### config.mk
export PLATFORM = sky130hd
export DESIGN_NAME = cfg_chain_loader
export DESIGN_NICKNAME = d
export VERILOG_FILES = /design/src/rtl/cfg_chain_loader.sv
export SDC_FILE = /design/constraint.sdc
export NUM_CORES = 1
export LEC_CHECK = 0
export BUFFER_PORTS_ARGS = -buffer_cell sky130_fd_sc_hd__buf_2
export CORE_MARGIN = 2
export CORE_UTILIZATION = 45
export CTS_CLUSTER_SIZE = 8
export DETAILED_ROUTE_END_ITERATION = 6
export PLACE_DENSITY = 0.67
export SLEW_MARGIN = 20
export SYNTH_ARGS = -nofsm -noshare
export SYNTH_HDL_FRONTEND = slang
export SYNTH_SLANG_ARGS = --single-unit
### constraint.sdc
create_clock -name clk -period 2.06 [get_ports clk]
set_input_delay 0.103 -clock clk [delete_from_list [all_inputs] [get_ports clk]]
set_output_delay 0.103 -clock clk [all_outputs]
set_load 0.1 [all_outputs]
### src/rtl/cfg_chain_loader.sv
// cfg_chain_loader: streams configuration words MSB-first onto the logic-block
// configuration shift chain, counting exactly CHAIN_LEN bits per load sequence.
//
// state | meaning
// IDLE  | after reset, waiting for start
// LOAD  | in_ready high, waiting for the next configuration word
// SHIFT | one chain bit per cycle from the captured word
// DONE  | chain fully loaded, done held until the next start
module cfg_chain_loader #(
  parameter int WORD_W    = 8,
  parameter int CHAIN_LEN = 20,
  parameter int CNT_W     = $clog2(CHAIN_LEN + 1)
) (
  input  logic              clk,
  input  logic              reset,
  input  logic              start,
  input  logic [WORD_W-1:0] in_data,
  input  logic              in_valid,
  output logic              in_ready,
  output logic              cfg_bit,
  output logic              cfg_shift,
  output logic              busy,
  output logic              done,
  output logic [CNT_W-1:0]  bits_left
);

  localparam int WC_W = $clog2(WORD_W + 1);
  localparam logic [CNT_W-1:0] LEN = CNT_W'(CHAIN_LEN);

  typedef enum logic [1:0] {IDLE, LOAD, SHIFT, DONE} state_t;

  state_t            state;
  logic [WORD_W-1:0] word_sr;
  logic [WC_W-1:0]   word_cnt;

  // Sequencer: every output is a register updated alongside the state.
  // cfg_bit is loaded with the word MSB at the accepting edge so the first
  // shift appears the very next cycle, and it is left untouched on the last
  // bit of a word so it holds while cfg_shift is low.
  always_ff @(posedge clk or negedge reset) begin
    if (!reset) begin
      state     <= IDLE;
      in_ready  <= 1'b0;
      cfg_bit   <= 1'b0;
      cfg_shift <= 1'b0;
      busy      <= 1'b0;
      done      <= 1'b0;
      bits_left <= '0;
      word_sr   <= '0;
      word_cnt  <= '0;
    end else begin
      case (state)
        IDLE, DONE: begin
          if (start) begin
            state     <= LOAD;
            bits_left <= LEN;
            busy      <= 1'b1;
            done      <= 1'b0;
            in_ready  <= 1'b1;
          end
        end
        LOAD: begin
          if (in_valid && in_ready) begin
            state     <= SHIFT;
            in_ready  <= 1'b0;
            cfg_shift <= 1'b1;
            cfg_bit   <= in_data[WORD_W-1];
            word_sr   <= in_data << 1;
            // a short final word only contributes its top bits_left bits
            if (int'(bits_left) < WORD_W)
              word_cnt <= WC_W'(bits_left);
            else
              word_cnt <= WC_W'(WORD_W);
          end
        end
        SHIFT: begin
          bits_left <= (bits_left != '0) ? bits_left - 1'b1 : '0;
          word_cnt  <= word_cnt - 1'b1;
          if (word_cnt <= WC_W'(1)) begin
            cfg_shift <= 1'b0;
            if (bits_left <= CNT_W'(1)) begin
              state <= DONE;
              busy  <= 1'b0;
              done  <= 1'b1;
            end else begin
              state    <= LOAD;
              in_ready <= 1'b1;
            end
          end else begin
            cfg_bit <= word_sr[WORD_W-1];
            word_sr <= word_sr << 1;
          end
        end
        default: state <= IDLE;
      endcase
    end
  end

endmodule

==> results.ini, run 1 <==
[clocking]
cts_tree = built
ctsRootBufferMaster = clkbuf_4
clkTransAtPathRegs_ns = 0.14
clockBufferDepth = 2
cts_setup_buffers = 0
cts_buffers = 3
clock_latency_ns = 0.32
cts.sinks = 23
h-tree-depth = 1

[global_routing]
grt_max_degree = 24
antenna_found_initial = 0
grt_overflow = 0
grt_pass1_wl_mm = 4.86
grt_pass1_vias = 1154
grt_usage_pct = 17.9

[synthesis]
synthArstFlopShare_pct = 100
synth_cells = 148
synth.avg_cell_area_um2 = 9.31
ys_seq_area_share_pct = 41.8
yosys_warnings = 0
synth_fp_nets = 167
synth_cell_types = 40
synth_edf_count = 0
synthFlopType = dfrtp_1
synth_area_mm2 = 0.00138
ys_ff_latch = 23

[sta]
setup_tns_ns = 0
timing.final.crit_share_pct = 84.6
worst_slew_pin_slew_ns = 0.529
rsz0062_at_grt = false
timing.fmax_mhz = 574
setup_viol = 0
fin_crit_ns = 1.74
slew_viol_final = 0
fin_ws_ns = 0.317
finClkSkew_ns = 0.0155
slew_headroom_pct = 64.7
hold_viol_final = 0

[worst_setup_path]
cp.arrival_ns = 1.99
cp.required_ns = 2.31
end_kind = flop
crit_fanout = 15
cp-start-kind = flop
worst-setup-path-type = flop to flop

[detailed_routing]
routedWlPerCell_um = 13.5
wl_met1_mm = 1.26
drtIter0Drc = 48
antenna_left = 0
via_per_inst = 5.61
dr_wl_met2_mm = 1.39
drc = 0
vias = 1144
top_layer_used = met3
wirelength_mm = 2.75
drt-pass1-iter-count = 4
dr_wl_met3_um = 100

[pwr]
peakVddDrop_uv = 830
power_leakage_nw = 0.678
power-per-cell-area_mw_per_mm2 = 1600

[final_layout]
nets = 191
area_growth_syn_to_layout_pct = 12.6
antennaDiodeCount = 0
final_cell_mix = 21 x dfrtp_1, 21 x buf_2, 15 x o21ai_0
drive_above_1_share_pct = 22.8
final_cell_area_mm2 = 0.00155
finish.utilization_pct = 52.1

[die]
core_area_mm2 = 0.00298
die_h_um = 59.3
rows = 20
ios = 22
fp.dieW_um = 59.3
start_util_pct = 46.3
dieArea_mm2 = 0.00352

[worst_hold_path]
hold_path.class = input pin to flop

[run_status]
outcome = finished clean

[placed_design]
pre_cts_ws_ns = 0.222
dpl.hpwl_mm = 2.10
place_area_mm2 = 0.00150
routabilityCongestion = 0.850
portBuffers = 21

[job]
drv_cap = 0

## cells in the mapped netlist (2+ instances only)
cell type | number | share of area, %
dfrtp_1 | 23 | 42
o21ai_0 | 15 | 5.4
nand2_1 | 14 | 3.8
nor2_1 | 14 | 3.8
inv_1 | 13 | 3.5
a21oi_1 | 9 | 3.3
ha_1 | 7 | 6.4
mux2i_1 | 7 | 5.1
buf_2 | 4 | 1.5
nand2b_1 | 4 | 1.8
a21oi_2 | 2 | 1.3
a22oi_1 | 2 | 1.1
nor3_1 | 2 | 0.73
o211ai_1 | 2 | 1.1
o2bb2ai_1 | 2 | 1.3
o32ai_1 | 2 | 1.3
o41ai_1 | 2 | 1.3
or2_2 | 2 | 0.91
## registers in the layout, indices dropped and copies added (netlist names)
signal	count
word_cnt	4
word_sr	7
done	1
in_ready	1
cfg_bit	1
bits_left	5
busy	1
state	2
cfg_shift	1
## power by group
group	internal (mW)	switching [mW]	total, mW
combinational	0.457	1.02	1.48
sequential	0.634	0.159	0.793
clock	0.0758	0.140	0.216
## metal layers
layer,vias up,track usage (%)
met1,550,22.2
met5,-,0
met3,0,3.49
met2,25,31.2
met4,0,5.52
li1,569,-
## what timing repair did
item                                   CTS  global route
resized for setup                        0             1
setup endpoints to repair                0             1
hold buffers                             2             0
endpoints found under the hold margin   24             0
## final timing paths
check / from / to / slack, ns / depth (start not counted)
setup / recovery: word_cnt[0]$_DFFE_PN0P_ / word_sr[7]$_DFFE_PN0P_ / 0.32 / 6
hold / removal: in_data[3] / word_sr[4]$_DFFE_PN0P_ / 0.07 / 3
setup reg to reg: word_cnt[0]$_DFFE_PN0P_ / word_sr[7]$_DFFE_PN0P_ / 0.32 / 6
hold reg to reg: word_cnt[1]$_DFFE_PN0P_ / word_cnt[1]$_DFFE_PN0P_ / 0.52 / 2
max in group asynchronous: reset / bits_left[1]$_DFFE_PN0P_ / 1.39 / 2
min in group asynchronous: reset / bits_left[4]$_DFFE_PN0P_ / 0.27 / 2
## worst max-delay path: stages, from the launching register on
cell	delay (ns)
dfrtp_1	0.39
inv_1	0.08
ha_1	0.22
or2_4	0.29
a32oi_4	0.47
nor2_1	0.07
a21oi_1	0.16
## cell type report
class / count / area [um^2]
fill: 273 / 1430
inverter: 13 / 48.8
timing repair buffer: 24 / 133
clock buffer: 4 / 26.3
tap: 33 / 41.3
multi-input combinational: 107 / 724
sequential: 23 / 578
## kinds of logic (layout without fill, tap and decap cells)
family / after synthesis / after routing / synth area share (%)
AOI/OAI and AO/OA: 47 / 47 / 23.8
adders and majority gates: 7 / 7 / 6.36
buffers and inverters: 18 / 41 / 5.81
DFF: 23 / 23 / 41.8
muxes: 8 / 8 / 5.90
and+or+nand+nor: 45 / 45 / 16.3
## metrics by stage
stage	cells	power [mW]	hold WS (ns)
2_1_floorplan	148	2.00	-0.193
3_3_place_gp	198	2.23	0.106
3_5_place_dp	198	2.28	0.112
4_1_cts	204	2.50	0.0664
5_1_grt	204	2.70	0.0699
6_report	204	2.49	0.0718
(Power assumes the default switching activity.)
==> run 2: changes to the inputs <==
Settings changed: PLACE_DENSITY 0.67 to 0.69.
Clock period 2.06 ns to 1.45 ns, I/O delays scaled along.
==> run 2 against run 1 <==
Die area stayed put. Cell area is 30% higher. Clock power is 50% higher. The flow now finishes with violations (negative setup slack). Wire length is 21% higher. Combinational power is 120% higher. Maximum frequency is 12% higher.
==> results.ini, run 2 (synthesis gave the netlist of run 1 again) <==
[run_status]
outcome = finished, violations left
violations = negative setup slack

[pwr]
swShare_pct = 49.2  ; -3.9 points
power-per-cell-area_mw_per_mm2 = 2350  ; +47%
peakVddDrop_uv = 1280  ; +54%
power.share.clock_pct = 6.8  ; -1.9 points
power_frac_seq_pct = 24.9  ; -7.0 points
p_switching_mw = 2.34  ; +77%
comb_power_share_pct = 68.3  ; +8.9 points
internal_power_mw = 2.42  ; +110%
total_power_mw = 4.76  ; +91%
power_leakage_nw = 0.868  ; +28%

[global_routing]
grt_max_degree = 24  ; unchanged
grt_overflow = 0  ; unchanged
antenna_found_initial = 0  ; unchanged
busiest_layer = met2
grt_pass1_wl_mm = 5.12  ; +5.2%
grt_pass1_vias = 1218  ; +5.5%
grt_usage_pct = 18.9  ; +0.96 points
use_met2_pct = 33.4  ; +2.2 points
grt_util_met1_pct = 22.2  ; unchanged
use_met3_pct = 2.18  ; -1.3 points

[sta]
slew_headroom_pct = 65.8  ; +1.1 points
finClkSkew_ns = 0.0121  ; -0.00336 ns
timing.final.crit_share_pct = 108  ; +23 points
whs_ns = 0.0207  ; -0.0511 ns
fin_ws_ns = -0.113  ; -0.430 ns
fin_crit_ns = 1.56  ; -0.180 ns
setup_viol = 12  ; +12
rsz0062_at_grt = true
worst_slew_pin_slew_ns = 0.513  ; -0.0165 ns
timing.fmax_mhz = 640  ; +12%
hold_viol_final = 0  ; unchanged
slew_viol_final = 0  ; unchanged

[final_layout]
fillers = 211  ; -23%
finish.utilization_pct = 67.9  ; +16 points
nets = 219  ; +15%
antennaDiodeCount = 0  ; unchanged
largest_register = word_sr
drive_above_1_share_pct = 49.7  ; +27 points
final_cell_mix = 25 x buf_4, 21 x buf_2, 17 x dfrtp_1
final_cells = 232  ; +14%
largest_register_ffs = 7  ; unchanged
layout_commonest_cell = buf_4
area_growth_syn_to_layout_pct = 46.8
top_regs = word_sr: 7 flops, bits_left: 5 flops, word_cnt: 4 flops

[worst_setup_path]
end_kind = flop
worst-setup-path-type = flop to flop
cp.required_ns = 1.68  ; -0.63 ns
crit_start = state[0]$_DFFE_PN0P_
crit_path_top_delay_cell = dfrtp_1
cp-start-kind = flop
slowest_delay_ns = 0.40  ; -0.07 ns
regToRegStartpoint = state[0]$_DFFE_PN0P_
cp_cell_sequence = inv_2 > ha_4 > and2b_1 > o211a_4 > o41ai_4 > o41ai_2
cp.arrival_ns = 1.80  ; -0.19 ns
rr_worst_depth = 6  ; unchanged
crit_fanout = 4  ; -11

[die]
rows = 20  ; unchanged
dieArea_mm2 = 0.00352  ; unchanged
die_h_um = 59.3  ; unchanged
ios = 22  ; unchanged
start_util_pct = 46.3  ; unchanged
fp.dieW_um = 59.3  ; unchanged
core_area_mm2 = 0.00298  ; unchanged

[detailed_routing]
via_per_inst = 5.56  ; -0.77%
routedWlPerCell_um = 14.3  ; +6.3%
drt-pass1-iter-count = 4  ; unchanged
drc = 0  ; unchanged
vias = 1291  ; +13%
drtIter0Drc = 25  ; -48%
antenna_left = 0  ; unchanged
wirelength_mm = 3.32  ; +21%

[placed_design]
routabilityCongestion = 0.884  ; +3.9%
placed_cells = 217  ; +9.6%
dpl.hpwl_mm = 2.23  ; +6.2%
pre_cts_ws_ns = -0.137  ; -0.359 ns
portBuffers = 21  ; unchanged

[clocking]
h-tree-depth = 1  ; unchanged
ctsRootBufferMaster = clkbuf_4
clock_latency_ns = 0.34  ; +0.02 ns
cts_tree = built
cts.sinks = 23  ; unchanged
cts_buffers = 3  ; unchanged
clockBufferDepth = 2  ; unchanged
clkTransAtPathRegs_ns = 0.14  ; about the same

[worst_hold_path]
hp-start = in_data[7]
hold_depth = 3  ; unchanged
hold_path.class = input pin to flop

[job]
drv_cap = 0  ; unchanged

## run 2: path summary, 6_finish.rpt
check / to / slack (ns)
worst max-delay path: in_ready$_DFFE_PN0P_ / -0.11
worst min-delay path: cfg_bit$_DFFE_PN0P_ / 0.02
worst max register to register: in_ready$_DFFE_PN0P_ / -0.11
worst min register to register: cfg_bit$_DFFE_PN0P_ / 0.55
max in group asynchronous: bits_left[0]$_DFFE_PN0P_ / 0.85
min in group asynchronous: bits_left[1]$_DFFE_PN0P_ / 0.21
## run 2: final cells by class
class,count,area (um^2),share of cell area [%]
multi-input cells,107,926,45.8
clock buffers,3,22.5,1.11
clock inverters,1,5.00,0.248
repair buffers,52,380,18.8
inverters,13,51.3,2.54
flip-flops and latches,23,596,29.5
well taps,33,41.3,2.04
## run 2: timing repair
item                                    4_1_cts  5_1_grt
cloned                                        0        1
pin swaps                                     3        8
hold buffers                                  2        0
gates resized for setup                      19       24
endpoints found under the setup margin       23       22
hold endpoints to repair                     24        0
setup buffers                                 0        8
## run 2: worst max-delay path: cells and delay by family, from the launching register on
family,cells,cell delay (ns)
fa+ha+maj,1,0.16
compound gates,3,0.64
simple gates,1,0.17
flops,1,0.40
buf+inv,1,0.07
## run 2: power by group through the flow
stage,registers (mW),clock network (mW),logic [mW]
detailed placement,1.16,0,2.55
global placement,1.15,0,2.49
global route,1.21,0.347,3.50
floorplan,1.69,0,1.23
finish,1.18,0.324,3.25
CTS,1.15,0.324,2.71
## run 2: metrics by stage
step	instance area [um^2]	setup TNS (ns)
2_1_floorplan	1430	-0.139
3_3_place_gp	1700	-0.420
3_5_place_dp	1700	-1.33
4_1_cts	1800	-0.550
5_1_grt	2020	-1.71
6_report	2020	-0.652
## run 2: routing by layer
metal | vias up | wire length (um)
li1 | 626 | -
met1 | 627 | 1430
met2 | 30 | 1690
met3 | 8 | 123
met4 | 0 | 70
met5 | - | 0
